### src/rtl/approx_mult_seq.sv
// Sequential DRUM-style approximate multiplier: leading-one normalise, SEG x SEG shift-add, de-normalise.
// Optional build macro APPROX_ROUND_EN forces each segment LSB to 1 when discarded bits are non-zero.
module approx_mult_seq #(
  parameter int WIDTH = 8,
  parameter int SEG   = 4
) (
  input  logic               clk,
  input  logic               rst,
  input  logic               start,
  input  logic [WIDTH-1:0]   a,
  input  logic [WIDTH-1:0]   b,
  output logic               busy,
  output logic               done,
  output logic [2*WIDTH-1:0] product
);

  localparam int CW = (WIDTH > 2) ? $clog2(WIDTH) : 1;
  localparam int KW = $clog2(SEG + 1);
  localparam int PW = 2 * WIDTH;
  localparam int SW = 2 * SEG;

`ifdef APPROX_ROUND_EN
  localparam logic [WIDTH-1:0] LOW_MASK = (WIDTH'(1) << (WIDTH - SEG)) - WIDTH'(1);
`endif

  typedef enum logic [2:0] {
    S_IDLE   = 3'd0,
    S_NORM   = 3'd1,
    S_MULT   = 3'd2,
    S_DENORM = 3'd3,
    S_DONE   = 3'd4
  } state_e;

  state_e          state_q, state_d;
  logic [WIDTH-1:0] na_q, na_d, nb_q, nb_d;
  logic [CW-1:0]   sa_q, sa_d, sb_q, sb_d;
  logic [SW-1:0]   mcand_q, mcand_d, acc_q, acc_d;
  logic [SEG-1:0]  mplier_q, mplier_d;
  logic [KW-1:0]   cnt_q, cnt_d;
  logic            busy_q, busy_d, done_q, done_d;
  logic [PW-1:0]   product_q, product_d;
  logic [CW:0]     shift_s;
  logic [PW-1:0]   scaled_s;

  // Top SEG bits of a normalised operand, optionally unbiased by the bits below it.
  function automatic logic [SEG-1:0] seg_of(input logic [WIDTH-1:0] n);
    logic [SEG-1:0] s;
`ifdef APPROX_ROUND_EN
    s = n[WIDTH-1 -: SEG];
    if ((n & LOW_MASK) != {WIDTH{1'b0}}) begin
      s[0] = 1'b1;
    end else begin
      s[0] = s[0];
    end
`else
    s = n[WIDTH-1 -: SEG];
`endif
    return s;
  endfunction

  // Next-state and datapath update for the multiply sequence.
  always_comb begin
    state_d   = state_q;
    na_d      = na_q;
    nb_d      = nb_q;
    sa_d      = sa_q;
    sb_d      = sb_q;
    mcand_d   = mcand_q;
    mplier_d  = mplier_q;
    acc_d     = acc_q;
    cnt_d     = cnt_q;
    busy_d    = busy_q;
    done_d    = 1'b0;
    product_d = product_q;
    shift_s   = {1'b0, sa_q} + {1'b0, sb_q};
    // acc < 2^(2*SEG), so scaling back up to full width never loses bits.
    scaled_s  = PW'(acc_q) << (2 * (WIDTH - SEG));

    case (state_q)
      S_IDLE: begin
        if (start) begin
          na_d   = a;
          nb_d   = b;
          sa_d   = {CW{1'b0}};
          sb_d   = {CW{1'b0}};
          busy_d = 1'b1;
          if ((a == {WIDTH{1'b0}}) || (b == {WIDTH{1'b0}})) begin
            product_d = {PW{1'b0}};
            done_d    = 1'b1;
            state_d   = S_DONE;
          end else begin
            state_d = S_NORM;
          end
        end else begin
          busy_d = 1'b0;
        end
      end
      S_NORM: begin
        if (na_q[WIDTH-1] && nb_q[WIDTH-1]) begin
          mcand_d  = {{SEG{1'b0}}, seg_of(na_q)};
          mplier_d = seg_of(nb_q);
          acc_d    = {SW{1'b0}};
          cnt_d    = {KW{1'b0}};
          state_d  = S_MULT;
        end else begin
          if (!na_q[WIDTH-1]) begin
            na_d = {na_q[WIDTH-2:0], 1'b0};
            sa_d = sa_q + CW'(1);
          end else begin
            na_d = na_q;
          end
          if (!nb_q[WIDTH-1]) begin
            nb_d = {nb_q[WIDTH-2:0], 1'b0};
            sb_d = sb_q + CW'(1);
          end else begin
            nb_d = nb_q;
          end
        end
      end
      S_MULT: begin
        if (mplier_q[0]) begin
          acc_d = acc_q + mcand_q;
        end else begin
          acc_d = acc_q;
        end
        mcand_d  = {mcand_q[SW-2:0], 1'b0};
        mplier_d = {1'b0, mplier_q[SEG-1:1]};
        cnt_d    = cnt_q + KW'(1);
        if (cnt_q == KW'(SEG - 1)) begin
          state_d = S_DENORM;
        end else begin
          state_d = S_MULT;
        end
      end
      S_DENORM: begin
        product_d = scaled_s >> shift_s;
        done_d    = 1'b1;
        state_d   = S_DONE;
      end
      S_DONE: begin
        busy_d  = 1'b0;
        state_d = S_IDLE;
      end
      default: begin
        busy_d  = 1'b0;
        state_d = S_IDLE;
      end
    endcase
  end

  // State and datapath registers with asynchronous reset.
  always_ff @(posedge clk or posedge rst) begin
    if (rst) begin
      state_q   <= S_IDLE;
      na_q      <= {WIDTH{1'b0}};
      nb_q      <= {WIDTH{1'b0}};
      sa_q      <= {CW{1'b0}};
      sb_q      <= {CW{1'b0}};
      mcand_q   <= {SW{1'b0}};
      mplier_q  <= {SEG{1'b0}};
      acc_q     <= {SW{1'b0}};
      cnt_q     <= {KW{1'b0}};
      busy_q    <= 1'b0;
      done_q    <= 1'b0;
      product_q <= {PW{1'b0}};
    end else begin
      state_q   <= state_d;
      na_q      <= na_d;
      nb_q      <= nb_d;
      sa_q      <= sa_d;
      sb_q      <= sb_d;
      mcand_q   <= mcand_d;
      mplier_q  <= mplier_d;
      acc_q     <= acc_d;
      cnt_q     <= cnt_d;
      busy_q    <= busy_d;
      done_q    <= done_d;
      product_q <= product_d;
    end
  end

  assign busy    = busy_q;
  assign done    = done_q;
  assign product = product_q;

endmodule

### config.mk
export PLATFORM = sky130hd
export DESIGN_NAME = approx_mult_seq
export DESIGN_NICKNAME = d
export VERILOG_FILES = /design/src/rtl/approx_mult_seq.sv
export SDC_FILE = /design/constraint.sdc
export NUM_CORES = 1
export LEC_CHECK = 0
export ABC_AREA = 1
export BUFFER_PORTS_ARGS = -buffer_cell sky130_fd_sc_hd__buf_2
export CORE_ASPECT_RATIO = 0.8
export CORE_UTILIZATION = 35
export DETAILED_ROUTE_END_ITERATION = 8
export PLACE_DENSITY = 0.5
export SLEW_MARGIN = 10
export SYNTH_ARGS = -nofsm -noshare
export SYNTH_HDL_FRONTEND = slang
export SYNTH_SLANG_ARGS = --single-unit
export TNS_END_PERCENT = 5
### constraint.sdc
create_clock -name clk -period 5.4 [get_ports clk]
set_input_delay 1.08 -clock clk [delete_from_list [all_inputs] [get_ports clk]]
set_output_delay 1.08 -clock clk [all_outputs]
set_load 0.005 [all_outputs]
==> run_summary.xml, run 1 <==
<?xml version="1.0" encoding="UTF-8"?>
<metrics>
  <group name="status">
    <metric name="status" unit="">finished clean</metric>
  </group>
  <group name="final_layout">
    <metric name="final_net_count" unit="">539</metric>
    <metric name="layout-drive-gt1-share" unit="%">14.73</metric>
    <metric name="n_antenna_cell" unit="">0</metric>
    <metric name="final_design_area_no_fill" unit="sq um">4284</metric>
    <metric name="area.growth.synth_to_final" unit="%">14.94</metric>
  </group>
  <group name="worst_setup_path">
    <metric name="cp_top_family" unit="">adder cells</metric>
    <metric name="crit_required" unit="ns">5.67</metric>
    <metric name="critical_path.startpoint_type" unit="">flop</metric>
    <metric name="worstPathCellList" unit="">ha_1 &gt; fa_1 &gt; inv_1 &gt; nand3_1 &gt; nand2_1 &gt; o21ai_0 &gt; nand3_1 &gt; nand2_1</metric>
    <metric name="crit_path_max_fanout" unit="">11</metric>
    <metric name="timing.rr.start" unit="">sa_q[0]</metric>
    <metric name="worst-setup-path-type" unit="">flop to flop</metric>
    <metric name="crit_path_top_delay_cell" unit="">sky130_fd_sc_hd__fa_1</metric>
    <metric name="critical_path_arrival" unit="ns">2.54</metric>
    <metric name="cp.buffers_inverters" unit="">1</metric>
    <metric name="crit_start" unit="">sa_q[0]</metric>
    <metric name="critical_path.endpoint_type" unit="">flop</metric>
    <metric name="max_stage_delay" unit="ns">0.72</metric>
  </group>
  <group name="power_and_ir_drop">
    <metric name="total_power" unit="mW">2.612</metric>
    <metric name="power-per-cell-area" unit="nW/um^2">609.6</metric>
    <metric name="power.leakage" unit="nW">2.263</metric>
    <metric name="vdd_drop_max" unit="uV">262.0</metric>
  </group>
  <group name="clock_network">
    <metric name="htree_levels" unit="">3</metric>
    <metric name="postCtsSetupRepairBufs" unit="">0</metric>
    <metric name="clock_tree.buffer_depth" unit="">2</metric>
    <metric name="cts_resized" unit="">0</metric>
    <metric name="cts_root_buf" unit="">sky130_fd_sc_hd__clkbuf_16</metric>
    <metric name="cts_tree" unit="">done</metric>
    <metric name="path_clk_slew" unit="ns">0.05</metric>
    <metric name="worst_skew_pair.late_latency" unit="ns">0.33</metric>
    <metric name="clk_sinks" unit="">66</metric>
    <metric name="cts_buffers" unit="">9</metric>
    <metric name="postCtsHoldBufs" unit="">0</metric>
  </group>
  <group name="floorplanning">
    <metric name="num_rows" unit="">33</metric>
    <metric name="floorplan.die_area" unit="sq um">11070</metric>
    <metric name="initial_utilization" unit="%">36.25</metric>
    <metric name="die_y" unit="um">94.30</metric>
    <metric name="die_width" unit="um">117.4</metric>
    <metric name="floorplan.io_pins" unit="">37</metric>
    <metric name="core-area" unit="sq um">10280</metric>
  </group>
  <group name="global_routing">
    <metric name="grt_antenna_before_repair" unit="">0</metric>
    <metric name="grt.total_usage" unit="%">17.30</metric>
    <metric name="grt_start_max_net_pins" unit="">67</metric>
    <metric name="grt_pass1_wl" unit="mm">14.88</metric>
    <metric name="vias_in_the_first_global_route" unit="">2950</metric>
    <metric name="globalRoute.totalOverflow" unit="">0</metric>
  </group>
  <group name="timing">
    <metric name="final.min_clock_period" unit="ns">2.276</metric>
    <metric name="tns" unit="ns">0</metric>
    <metric name="final_critical_path_setup_slack" unit="ns">3.124</metric>
    <metric name="period_share" unit="%">42.14</metric>
    <metric name="final.setup_skew" unit="ns">0.007006</metric>
    <metric name="number_of_hold_slack_violations_in_the_final_timing_report" unit="">0</metric>
    <metric name="clock.fmax" unit="GHz">0.4395</metric>
    <metric name="report.final.setup_viol" unit="">0</metric>
    <metric name="worst-slew-pin-transition" unit="ns">0.8568</metric>
    <metric name="slew_limit_fails" unit="">0</metric>
    <metric name="grt_setup_unrepaired" unit="">no</metric>
    <metric name="fin_worst_hold_slack" unit="ns">0.4814</metric>
    <metric name="timing.max_slew.rel_slack" unit="%">42.88</metric>
  </group>
  <group name="synth">
    <metric name="yosys_warnings" unit="">0</metric>
    <metric name="syn_nets" unit="">505</metric>
    <metric name="ys_seq_elements" unit="">66</metric>
    <metric name="mappedNetlistArea" unit="sq um">3727</metric>
    <metric name="yosysUniqueCellTypes" unit="">26</metric>
    <metric name="syn-mean-instance-area" unit="sq um">7.930</metric>
    <metric name="netlist_instances" unit="">470</metric>
    <metric name="synth-seq-area-share" unit="%">44.31</metric>
  </group>
  <group name="routing">
    <metric name="drc_violation_count_after_routing" unit="">0</metric>
    <metric name="detail_route.wl_per_cell" unit="um">13.25</metric>
    <metric name="first_iter_violations" unit="">146</metric>
    <metric name="drt_wl_total" unit="mm">8.599</metric>
    <metric name="routed-via-count" unit="">3185</metric>
    <metric name="remaining_antenna_violation_count" unit="">0</metric>
    <metric name="drt_first_pass_iters" unit="">4</metric>
    <metric name="route.detailed.vias_per_inst" unit="">4.908</metric>
  </group>
  <group name="placement">
    <metric name="dp_area" unit="sq um">4000</metric>
    <metric name="globalplace.congestion" unit="">0.8479</metric>
    <metric name="place_ws" unit="ns">3.148</metric>
    <metric name="port_buffers" unit="">36</metric>
    <metric name="dpl.hpwl" unit="mm">6.326</metric>
  </group>
  <group name="hold_path">
    <metric name="hold_path.startpoint" unit="">cnt_q[1]</metric>
    <metric name="worst_hold_path_type" unit="">flop to flop</metric>
  </group>
  <group name="run">
    <metric name="maxCapViolations" unit="">0</metric>
  </group>
</metrics>
==> sequential cells by signal, indices dropped and copies added (netlist names) <==
name / cells
done: 1
sa_q: 3
cnt_q: 3
state_q: 3
busy: 1
nb_q: 8
na_q: 8
mplier_q: 4
mcand_q: 8
product: 16
sb_q: 3
acc_q: 8
==> tightest hold or removal path, cell delays in order (launching register included) <==
cell                      delay, ns
sky130_fd_sc_hd__dfrtp_1       0.34
sky130_fd_sc_hd__nand2_1       0.06
sky130_fd_sc_hd__nand2_1       0.05
==> final cells by class <==
type,instances,area (sq um)
fillers,1027,5997
multi-input cells,343,1809
flip-flops and latches,66,1652
clock buffers,14,274.0
repair buffers,37,187.7
inverters,47,176.4
well taps,140,175.2
clock inverters,2,10.01
==> report_power, final <==
group,total (mW),switching (mW),internal (mW)
Sequential,0.853,0.156,0.697
Combinational,1.20,0.771,0.430
Clock,0.557,0.210,0.347
Total,2.61,1.14,1.47
==> through the flow <==
step | util (%) | instances
after floorplan | - | 470
final | 41.67 | 649
after CTS | 41.67 | 649
after global placement | 38.91 | 633
after global routing | 41.67 | 649
after detailed placement | 38.91 | 633
==> cells in the final DEF, fill, tap and decap left out, drive strengths merged <==
cell | synthesis | routed
nor2 | 42 | 42
buf | 10 | 37
dfrtp | 66 | 66
nand4 | 6 | 6
o22ai | 9 | 9
clkbuf | 4 | 14
ha | 14 | 14
nand3 | 71 | 71
inv | 47 | 47
xor2 | 1 | 1
xnor2 | 3 | 3
a21oi | 19 | 19
a22oi | 7 | 7
o211ai | 7 | 7
o21ai | 19 | 19
nand2 | 143 | 143
clkinv | 0 | 2
fa | 2 | 2
==> synthesized netlist by cell type <==
| cell | n | share of area [%] |
|---|---|---|
| sky130_fd_sc_hd__nor2_4 | 4 | 1.2 |
| sky130_fd_sc_hd__buf_2 | 6 | 0.81 |
| sky130_fd_sc_hd__o211ai_1 | 7 | 1.4 |
| sky130_fd_sc_hd__ha_1 | 14 | 4.7 |
| sky130_fd_sc_hd__nand4_1 | 6 | 1.0 |
| sky130_fd_sc_hd__nand2_1 | 134 | 13 |
| sky130_fd_sc_hd__buf_6 | 4 | 1.2 |
| sky130_fd_sc_hd__inv_2 | 4 | 0.40 |
| sky130_fd_sc_hd__xnor2_1 | 3 | 0.71 |
| sky130_fd_sc_hd__inv_1 | 43 | 4.3 |
| sky130_fd_sc_hd__nand2_2 | 5 | 0.84 |
| sky130_fd_sc_hd__o21ai_4 | 1 | 0.44 |
| sky130_fd_sc_hd__nor2_1 | 34 | 3.4 |
| sky130_fd_sc_hd__o21ai_0 | 18 | 2.4 |
| sky130_fd_sc_hd__fa_1 | 2 | 1.1 |
| sky130_fd_sc_hd__dfrtp_1 | 66 | 44 |
| sky130_fd_sc_hd__nand3_4 | 1 | 0.47 |
| sky130_fd_sc_hd__o22ai_1 | 9 | 1.5 |
| sky130_fd_sc_hd__nand2_4 | 4 | 1.2 |
| sky130_fd_sc_hd__nor2_2 | 3 | 0.50 |
| sky130_fd_sc_hd__clkbuf_1 | 4 | 0.40 |
| sky130_fd_sc_hd__xor2_1 | 1 | 0.24 |
| sky130_fd_sc_hd__nand3_1 | 70 | 9.4 |
| sky130_fd_sc_hd__a21oi_1 | 19 | 2.6 |
| sky130_fd_sc_hd__nor2_8 | 1 | 0.54 |
| sky130_fd_sc_hd__a22oi_1 | 7 | 1.4 |
==> per-layer routing <==
| metal | global-route usage, % | part of all wire [%] | vias to the layer above |
|---|---|---|---|
| met1 | 25.26 | 53 | 1491 |
| met3 | 4.066 | 4.0 | 9 |
| li1 | - | - | 1620 |
| met4 | 5.195 | 0.91 | 0 |
| met5 | 0 | 0 | - |
| met2 | 25.20 | 42 | 65 |
==> path summary, 6_finish.rpt <==
kind                              end  slack (ns)  cells past startpoint
setup / recovery           product[0]        3.12                      8
hold / removal               cnt_q[1]        0.48                      2
setup reg to reg           product[0]        3.12                      8
hold reg to reg              cnt_q[1]        0.48                      2
max in group asynchronous  product[7]        3.84                      3
min in group asynchronous        done        0.99                      3
==> kinds of logic (layout without fill, tap and decap cells) <==
logic type                 count (synthesis)  in the layout  share of synthesized area, %
and+or+nand+nor                          262            262                         32.09
DFF                                       66             66                         44.31
AOI/OAI and AO/OA                         61             61                         9.735
buffers and inverters                     61            100                         7.150
adders and majority gates                 16             16                         5.774
xor gates and xnor gates                   4              4                        0.9401
Power figures use the tool's default switching activity.
==> inputs of run 2 (changes only) <==
Settings changed: PLACE_DENSITY 0.5 to 0.52.
Clock period 5.4 ns to 1.9 ns, I/O delays scaled along.
==> run_summary.xml, run 2 (synthesized netlist as in run 1, its figures left out) <==
<?xml version="1.0" encoding="UTF-8"?>
<metrics>
  <group name="routing">
    <metric name="remaining_antenna_violation_count" unit="">0</metric>
    <metric name="route.detailed.vias_per_inst" unit="">4.856</metric>
    <metric name="detail_route.wl_per_cell" unit="um">13.19</metric>
    <metric name="drc_violation_count_after_routing" unit="">0</metric>
    <metric name="drt_first_pass_iters" unit="">5</metric>
    <metric name="routed-via-count" unit="">3229</metric>
    <metric name="drt_wl_total" unit="mm">8.771</metric>
    <metric name="first_iter_violations" unit="">116</metric>
  </group>
  <group name="final_layout">
    <metric name="final_design_area_no_fill" unit="sq um">4509</metric>
    <metric name="layout-drive-gt1-share" unit="%">19.43</metric>
    <metric name="area.growth.synth_to_final" unit="%">20.98</metric>
    <metric name="largest_register_ff_count" unit="">16</metric>
    <metric name="postLayoutCoreUtil" unit="%">43.86</metric>
    <metric name="mostFrequentLayoutCell" unit="">sky130_fd_sc_hd__nand2_1</metric>
    <metric name="nFillCells" unit="">1030</metric>
    <metric name="n_antenna_cell" unit="">0</metric>
    <metric name="finish.cell_count_without_fillers" unit="">665</metric>
    <metric name="final_net_count" unit="">555</metric>
    <metric name="final_cell_mix" unit="">sky130_fd_sc_hd__nand2_1, sky130_fd_sc_hd__dfrtp_1, sky130_fd_sc_hd__nand3_1</metric>
  </group>
  <group name="global_routing">
    <metric name="grt.total_usage" unit="%">17.36</metric>
    <metric name="grt_start_max_net_pins" unit="">33</metric>
    <metric name="globalRoute.totalOverflow" unit="">0</metric>
    <metric name="grt_pass1_wl" unit="mm">15.41</metric>
    <metric name="grt_antenna_before_repair" unit="">0</metric>
    <metric name="vias_in_the_first_global_route" unit="">3174</metric>
  </group>
  <group name="worst_setup_path">
    <metric name="timing.rr.start" unit="">sa_q[0]</metric>
    <metric name="r2r_slack" unit="ns">-0.004</metric>
    <metric name="rr_endpoint" unit="">product[1]</metric>
    <metric name="critical_path_arrival" unit="ns">2.17</metric>
    <metric name="endpoint" unit="">product[1]</metric>
    <metric name="critical_path.endpoint_type" unit="">flop</metric>
    <metric name="crit_path_max_fanout" unit="">9</metric>
    <metric name="crit_required" unit="ns">2.16</metric>
    <metric name="worst-setup-path-type" unit="">flop to flop</metric>
    <metric name="critical_path.startpoint_type" unit="">flop</metric>
    <metric name="crit_start" unit="">sa_q[0]</metric>
    <metric name="reg2reg_depth" unit="">8</metric>
  </group>
  <group name="timing">
    <metric name="clock.fmax" unit="GHz">0.5252</metric>
    <metric name="fin_worst_hold_slack" unit="ns">0.08672</metric>
    <metric name="timing.max_slew.rel_slack" unit="%">67.03</metric>
    <metric name="grt_setup_unrepaired" unit="">yes</metric>
    <metric name="final_critical_path_setup_slack" unit="ns">-0.004119</metric>
    <metric name="report.final.setup_viol" unit="">1</metric>
    <metric name="slew_limit_fails" unit="">0</metric>
    <metric name="period_share" unit="%">100.2</metric>
    <metric name="tns" unit="ns">-0.004119</metric>
    <metric name="number_of_hold_slack_violations_in_the_final_timing_report" unit="">0</metric>
    <metric name="final.setup_skew" unit="ns">0.003643</metric>
    <metric name="worst-slew-pin-transition" unit="ns">0.4935</metric>
    <metric name="final.min_clock_period" unit="ns">1.904</metric>
  </group>
  <group name="power_and_ir_drop">
    <metric name="power-per-cell-area" unit="nW/um^2">1773</metric>
    <metric name="total_power" unit="mW">7.994</metric>
    <metric name="power.leakage" unit="nW">2.379</metric>
    <metric name="vdd_drop_max" unit="uV">790.3</metric>
  </group>
  <group name="clock_network">
    <metric name="cts_tree" unit="">done</metric>
    <metric name="path_clk_slew" unit="ns">0.05</metric>
    <metric name="cts_buffers" unit="">9</metric>
    <metric name="htree_levels" unit="">3</metric>
    <metric name="clock_tree.buffer_depth" unit="">2</metric>
    <metric name="cts_root_buf" unit="">sky130_fd_sc_hd__clkbuf_16</metric>
    <metric name="worst_skew_pair.late_latency" unit="ns">0.32</metric>
    <metric name="clk_sinks" unit="">66</metric>
  </group>
  <group name="placement">
    <metric name="dpl.hpwl" unit="mm">6.653</metric>
    <metric name="globalplace.congestion" unit="">0.9264</metric>
    <metric name="numPlacedInstances" unit="">648</metric>
    <metric name="dp_area" unit="sq um">4141</metric>
    <metric name="place_ws" unit="ns">-0.1004</metric>
    <metric name="port_buffers" unit="">36</metric>
  </group>
  <group name="floorplanning">
    <metric name="die_y" unit="um">94.30</metric>
    <metric name="floorplan.io_pins" unit="">37</metric>
    <metric name="initial_utilization" unit="%">36.25</metric>
    <metric name="die_width" unit="um">117.4</metric>
    <metric name="floorplan.die_area" unit="sq um">11070</metric>
    <metric name="num_rows" unit="">33</metric>
    <metric name="core-area" unit="sq um">10280</metric>
  </group>
  <group name="status">
    <metric name="failed_checks" unit="">setup timing</metric>
    <metric name="status" unit="">finished, violations left</metric>
  </group>
  <group name="hold_path">
    <metric name="worst_hold_path_type" unit="">primary input to async pin</metric>
  </group>
  <group name="run">
    <metric name="maxCapViolations" unit="">0</metric>
  </group>
</metrics>
[run 2: cell types whose count changed in the layout (fill, tap and decap cells not counted), sizes merged]
cell      previous run  this run
clkinvlp             0         1
buf                 37        53
clkbuf              14        15
clkinv               2         0
inv                 47        46
bufinv               0         1
[run 2: how the worst min path moves through the flow]
| stage | from | end | slack (ns) |
|---|---|---|---|
| after global placement | rst | acc_q[7] | 0.45 |
| final | rst | acc_q[7] | 0.09 |
| after detailed placement | rst | acc_q[7] | 0.44 |
| after floorplan | cnt_q[1] | cnt_q[1] | 0.45 |
| after global routing | rst | acc_q[7] | 0.11 |
| after CTS | rst | acc_q[7] | 0.09 |
[run 2: what timing repair did]
action / 4_1_cts / 5_1_grt
buffers inserted: 0 / 1
endpoints found under the setup margin: 6 / 16
gates resized for setup: 3 / 12
pin swaps: 0 / 3
hold buffers: 0 / 0
[run 2: cell type report]
class	instances	area (sq um)	share of cell area, %
clock buffer	15	287.8	6.382
clock inverter	1	30.03	0.6659
inverter	47	180.2	3.996
multi-input combinational	343	1848	40.98
sequential	66	1652	36.63
tap	140	175.2	3.885
timing repair buffer	53	336.6	7.464
[run 2: critical path, stage by stage (launching register included)]
cell                      delay (ns)
sky130_fd_sc_hd__dfrtp_1        0.38
sky130_fd_sc_hd__ha_2           0.20
sky130_fd_sc_hd__fa_2           0.60
sky130_fd_sc_hd__inv_2          0.09
sky130_fd_sc_hd__nor2_1         0.19
sky130_fd_sc_hd__nand2_1        0.09
sky130_fd_sc_hd__a21oi_1        0.15
sky130_fd_sc_hd__nand2_1        0.08
sky130_fd_sc_hd__nand2_1        0.06
[run 2: layer usage]
metal	global-route usage, %	wire (um)
met3	3.823	321
met1	23.97	4499
met2	27.81	3902
met5	0	0
met4	3.896	47
[run 2: power breakdown]
group	leakage, nW	internal (mW)	switching (mW)
Sequential	0.840	1.98	0.439
Combinational	1.38	1.49	2.35
Clock	0.156	1.16	0.568
